File: config.mk
export PLATFORM = sky130hd
export DESIGN_NAME = mmio_button_port
export DESIGN_NICKNAME = d
export VERILOG_FILES = /design/src/rtl/mmio_pkg.sv /design/src/rtl/button_debouncer.sv /design/src/rtl/mmio_button_port.sv
export SDC_FILE = /design/constraint.sdc
export NUM_CORES = 1
export LEC_CHECK = 0
export ABC_CLOCK_PERIOD_IN_PS = 1800
export CORE_UTILIZATION = 35
export CTS_CLUSTER_DIAMETER = 40
export CTS_CLUSTER_SIZE = 8
export DETAILED_ROUTE_END_ITERATION = 6
export GPL_TIMING_DRIVEN = 0
export PLACE_DENSITY = 0.69
export SETUP_SLACK_MARGIN = 0.02
export SYNTH_ARGS = -nofsm -noshare
export SYNTH_HDL_FRONTEND = slang
export SYNTH_SLANG_ARGS = --single-unit
File: constraint.sdc
create_clock -name clk -period 1.8 [get_ports clk]
set_input_delay 0.27 -clock clk [delete_from_list [all_inputs] [get_ports clk]]
set_output_delay 0.27 -clock clk [all_outputs]
set_load 0.005 [all_outputs]
File: src/rtl/mmio_pkg.sv
// Shared definitions for the memory-mapped button port: register offsets,
// default base address and debounce counter sizing.
package mmio_pkg;

    typedef enum logic [1:0] {
        OFF_LEVEL = 2'd0,
        OFF_EVENT = 2'd1,
        OFF_MASK  = 2'd2,
        OFF_CODE  = 2'd3
    } reg_off_e;

    localparam logic [15:0] DEFAULT_BASE_ADDR = 16'hFFFC;

    // Wide enough to hold DEBOUNCE_CYCLES itself, so a count of 1 still gets a bit.
    function automatic int unsigned cnt_width(input int unsigned cycles);
        return $clog2(cycles + 1);
    endfunction

endpackage

File: src/rtl/button_debouncer.sv
// One input channel: two-flop synchroniser, stability counter and a
// single-cycle pulse on the edge where a press is accepted.
module button_debouncer
    import mmio_pkg::*;
#(
    parameter int unsigned DEBOUNCE_CYCLES = 50000
) (
    input  logic clk,
    input  logic reset,
    input  logic raw_n,
    output logic level,
    output logic rise
);

    localparam int unsigned          CNT_W    = cnt_width(DEBOUNCE_CYCLES);
    localparam logic [CNT_W-1:0]     CNT_LAST = CNT_W'(DEBOUNCE_CYCLES - 1);

    logic             r_sync1;
    logic             r_sync2;
    logic             r_stable;
    logic [CNT_W-1:0] r_cnt;
    logic             w_sync;
    logic             w_differ;
    logic             w_accept;

    assign w_sync   = ~r_sync2;
    assign w_differ = (w_sync != r_stable);
    assign w_accept = w_differ && (r_cnt == CNT_LAST);

    // Synchroniser resets to the released level so no press is seen out of reset.
    always_ff @(posedge clk or posedge reset) begin
        if (reset) begin
            r_sync1 <= 1'b1;
            r_sync2 <= 1'b1;
        end else begin
            r_sync1 <= raw_n;
            r_sync2 <= r_sync1;
        end
    end

    always_ff @(posedge clk or posedge reset) begin
        if (reset) begin
            r_stable <= 1'b0;
            r_cnt    <= '0;
        end else if (!w_differ) begin
            r_cnt <= '0;
        end else if (w_accept) begin
            r_stable <= w_sync;
            r_cnt    <= '0;
        end else begin
            r_cnt <= r_cnt + 1'b1;
        end
    end

    assign level = r_stable;
    assign rise  = w_accept && w_sync;

endmodule

File: src/rtl/mmio_button_port.sv
// Memory-mapped button controller: LEVEL/EVENT/MASK/CODE words at four
// consecutive addresses, registered read port and maskable interrupt.
module mmio_button_port
    import mmio_pkg::*;
#(
    parameter int unsigned     WIDTH           = 16,
    parameter int unsigned     NUM_BUTTONS     = 3,
    parameter logic [WIDTH-1:0] BASE_ADDR      = WIDTH'(DEFAULT_BASE_ADDR),
    parameter int unsigned     DEBOUNCE_CYCLES = 50000
) (
    input  logic                   clk,
    input  logic                   reset,
    input  logic [NUM_BUTTONS-1:0] buttons_n,
    input  logic [WIDTH-1:0]       mem_address,
    input  logic                   loading,
    input  logic                   storing,
    input  logic [WIDTH-1:0]       wr_data,
    output logic [WIDTH-1:0]       rd_data,
    output logic                   rd_hit,
    output logic                   irq
);

    logic [NUM_BUTTONS-1:0] w_level;
    logic [NUM_BUTTONS-1:0] w_rise;
    logic [NUM_BUTTONS-1:0] r_event;
    logic [NUM_BUTTONS-1:0] r_mask;
    logic [WIDTH-1:0]       r_rd_data;
    logic                   r_rd_hit;
    logic                   r_irq;

    reg_off_e               w_offset;
    logic                   w_in_range;
    logic                   w_rd_en;
    logic                   w_wr_mask;
    logic                   w_clr_event;
    logic                   w_found;
    logic [WIDTH-1:0]       w_code;
    logic [WIDTH-1:0]       w_rd_word;

    for (genvar g = 0; g < NUM_BUTTONS; g++) begin : g_btn
        button_debouncer #(
            .DEBOUNCE_CYCLES(DEBOUNCE_CYCLES)
        ) u_deb (
            .clk  (clk),
            .reset(reset),
            .raw_n(buttons_n[g]),
            .level(w_level[g]),
            .rise (w_rise[g])
        );
    end

    assign w_in_range  = (mem_address[WIDTH-1:2] == BASE_ADDR[WIDTH-1:2]);
    assign w_offset    = reg_off_e'(mem_address[1:0]);
    assign w_rd_en     = loading && !storing && w_in_range;
    assign w_wr_mask   = storing && w_in_range && (w_offset == OFF_MASK);
    assign w_clr_event = w_rd_en && (w_offset == OFF_EVENT);

    always_comb begin
        w_code  = '0;
        w_found = 1'b0;
        for (int unsigned i = 0; i < NUM_BUTTONS; i++) begin
            if (!w_found && w_level[i]) begin
                w_code  = WIDTH'(i + 1);
                w_found = 1'b1;
            end
        end
    end

    always_comb begin
        w_rd_word = '0;
        case (w_offset)
            OFF_LEVEL: w_rd_word = WIDTH'(w_level);
            OFF_EVENT: w_rd_word = WIDTH'(r_event);
            OFF_MASK:  w_rd_word = WIDTH'(r_mask);
            OFF_CODE:  w_rd_word = w_code;
            default:   w_rd_word = '0;
        endcase
    end

    // A rise on the clearing edge is OR'd in after the clear, so the new event survives.
    always_ff @(posedge clk or posedge reset) begin
        if (reset) begin
            r_event <= '0;
        end else begin
            r_event <= (w_clr_event ? '0 : r_event) | w_rise;
        end
    end

    always_ff @(posedge clk or posedge reset) begin
        if (reset) begin
            r_mask <= '0;
        end else if (w_wr_mask) begin
            r_mask <= wr_data[NUM_BUTTONS-1:0];
        end
    end

    always_ff @(posedge clk or posedge reset) begin
        if (reset) begin
            r_rd_data <= '0;
            r_rd_hit  <= 1'b0;
        end else if (w_rd_en) begin
            r_rd_data <= w_rd_word;
            r_rd_hit  <= 1'b1;
        end else begin
            r_rd_hit  <= 1'b0;
        end
    end

    always_ff @(posedge clk or posedge reset) begin
        if (reset) begin
            r_irq <= 1'b0;
        end else begin
            r_irq <= |(r_event & r_mask);
        end
    end

    assign rd_data = r_rd_data;
    assign rd_hit  = r_rd_hit;
    assign irq     = r_irq;

endmodule
==> impl_metrics.env <==
export IMPL_end_kind="register"
export IMPL_die_y_microns=99.2
export IMPL_start_kind="register"
export IMPL_crit_path_max_incr_delay_ps=570
export IMPL_postPlaceCellArea_sq_um=3810
export IMPL_synth_top_area_cell="dfrtp_1"
export IMPL_setup_worst_path_start="g_btn[2].u_deb.r_cnt[7]$_DFF_PP0_"
export IMPL_gp_congestion=0.834
export IMPL_min_delay_start="buttons_n[1]"
export IMPL_fp_dieW_microns=99.2
export IMPL_synth_most_common_cell="dfrtp_1"
export IMPL_cts_tree="built"
export IMPL_port_buffer_count=30
export IMPL_outcome="finished, final reports clean"
export IMPL_initial_utilization_pct=35.9
export IMPL_power_leakage_nw=1.69
export IMPL_fin_area_sq_um=4090
export IMPL_avgViaCountPerCell=4.97
export IMPL_dp_slack_ps=-190
export IMPL_hpwl_microns=4300
export IMPL_async_flop_share_pct=100
export IMPL_clock_latency_ps=350
export IMPL_critical_path_class="reg2reg"
export IMPL_firstDrtPassIters=4
export IMPL_diodes=0
export IMPL_clkTransAtPathRegs_ps=80
export IMPL_crit_chain="or3_1 -> or4_4 -> nand2_4 -> buf_8 -> nor2_1"
export IMPL_tns_ps=0
export IMPL_htreeDepth=3
export IMPL_ys_ff_latch=68
export IMPL_reg2reg_from="g_btn[2].u_deb.r_cnt[7]$_DFF_PP0_"
export IMPL_final_core_util_pct=44.5
export IMPL_critPathSlowestCell="or4_4"
export IMPL_vdd_ir_drop_max_uv=531
export IMPL_yosys_warnings=0
export IMPL_fin_crit_ps=1760
export IMPL_tightest_slew_ps=799
export IMPL_antenna_found_initial=0
export IMPL_grt_first_pass_wirelength_microns=10800
export IMPL_reg2regPathDepth=5
export IMPL_cts_buffers=9
export IMPL_layout_nets=427
export IMPL_wirelength_microns=6040
export IMPL_synthCells=321
export IMPL_slew_violations=0
export IMPL_cts_buffer_depth=2
export IMPL_min_path_cells=1
export IMPL_row_count=35
export IMPL_synth_top_area_share_pct=47.0
export IMPL_worst_slack_ps=38.3
export IMPL_grt_pass1_vias=2455
export IMPL_power_per_cell_area_nw_per_um2=710
export IMPL_synth_area_top_cells="dfrtp_1 (47%), xnor2_1 (9.5%), nor2_1 (6.0%), dfstp_2 (4.8%), nand4_1 (3.0%)"
export IMPL_area_growth_pct=23.7
export IMPL_synth_cell_types=41
export IMPL_hold_violations=0
export IMPL_grt_use_total_pct=13.7
export IMPL_fmax_mhz=568
export IMPL_synth_area_sq_um=3300
export IMPL_ys_seq_area_share_pct=51.7
export IMPL_synthTopCellsByCount="dfrtp_1 (62), nor2_1 (53), xnor2_1 (36)"
export IMPL_avgSynthCellArea_sq_um=10.3
export IMPL_instances_no_fill=501
export IMPL_hold_ws_ps=329
export IMPL_rsz0062_at_grt="yes"
export IMPL_wl_per_cell_microns=12.1
export IMPL_finalCritPeriodShare_pct=97.9
export IMPL_grt_start_max_net_pins=38
export IMPL_critPathMaxFanout=10
export IMPL_finClkSkew_ps=9.35
export IMPL_root_buffer="clkbuf_8"
export IMPL_drv_cap=0
export IMPL_worst_ep_required_time_ps=2030
export IMPL_synth_edff_count=0
export IMPL_ys_flop_type="dfrtp_1"
export IMPL_finalSetupViolCount=0
export IMPL_slew_headroom_pct=46.6
export IMPL_min_path_type="in2reg"
export IMPL_drc=0
export IMPL_drive_gt1_share_pct=17.2
export IMPL_antenna_left=0
export IMPL_critPathArrivalTime_ps=1990
export IMPL_dp_cells=475
export IMPL_fillers=890
export IMPL_num_vias=2490
export IMPL_die_area_sq_um=9830
export IMPL_drt_initial_drc_count=110
export IMPL_power_mw=2.90
export IMPL_cts_sinks=68
export IMPL_core_area_sq_um=9200
export IMPL_gr_total_overflow=0
export IMPL_io_pins=57
## kinds of logic after synthesis
group,count (synthesis),share of synthesized area (%)
AOI/OAI and AO/OA,20,4.01
muxes,8,3.03
xor gates and xnor gates,42,11.1
DFF,68,51.7
buffers and inverters,32,5.57
adders and majority gates,3,1.14
other,1,0.113
and+or+nand+nor,147,23.3
## layout make-up
cell class / count / area [sq um] / share of cell area [%]
Sequential cell: 68 / 1710 / 41.9
Timing Repair Buffer: 42 / 403 / 9.85
Clock buffer: 12 / 155 / 3.79
Clock inverter: 4 / 25.0 / 0.612
Inverter: 16 / 63.8 / 1.56
Buffer: 15 / 128 / 3.12
Multi-Input combinational cell: 233 / 1460 / 35.8
Tap cell: 111 / 139 / 3.40
## final timing paths
check | to | slack, ps
max | g_btn[2].u_deb.r_cnt[9]$_DFF_PP0_ | 40
max reg2reg | g_btn[2].u_deb.r_cnt[9]$_DFF_PP0_ | 40
min in group asynchronous | g_btn[0].u_deb.r_cnt[15]$_DFF_PP0_ | 420
max in group asynchronous | g_btn[1].u_deb.r_cnt[3]$_DFF_PP0_ | 780
min reg2reg | g_btn[2].u_deb.r_sync2$_DFF_PP1_ | 360
min | g_btn[1].u_deb.r_sync1$_DFF_PP1_ | 330
## registers in the layout, indices dropped and copies added, names as in the netlist
name / cells
rd_data: 3
g_btn.u_deb.r_sync2: 3
g_btn.u_deb.r_cnt: 48
g_btn.u_deb.r_sync1: 3
r_mask: 3
irq: 1
r_event: 3
g_btn.u_deb.level: 3
rd_hit: 1
## layout by cell type (no fill, tap or decap), types with 6 or more instances in the layout
cell type	count
buf_4	24
nor4_1	11
dfrtp_1	60
conb_1	13
xor2_1	6
mux2_2	6
nand2_1	15
nor3_1	9
o21ai_0	6
xnor2_1	36
nand3_1	17
dfstp_2	6
clkdlybuf4s50_1	30
inv_1	15
clkbuf_8	11
nor2_1	52
nand4_1	16
## routing by layer
| layer | vias up | GRT usage (%) | part of all wire (%) |
|---|---|---|---|
| met3 | 9 | 4.50 | 4.3 |
| met5 | - | 0 | 0 |
| met4 | 0 | 6.00 | 1.5 |
| met2 | 55 | 21.9 | 49 |
| met1 | 1212 | 17.0 | 45 |
| li1 | 1214 | - | - |
## worst max-delay path, delay by kind of cell, from the launching register on
family | cells | cell delay (ps)
simple gates | 4 | 1080
buf+inv | 1 | 130
flops | 1 | 440
## power breakdown
part | internal, mW | total [mW] | switching (mW)
Sequential | 1.56 | 1.58 | 0.0217
Combinational | 0.108 | 0.197 | 0.0891
Clock | 0.570 | 1.13 | 0.556
## timing repair
item | 4_1_cts | 5_1_grt
pin swaps | 2 | 4
hold buffers | 0 | 0
setup buffers | 7 | 4
setup endpoints to repair | 30 | 37
gates resized for setup | 3 | 5
(Power assumes the default switching activity.)
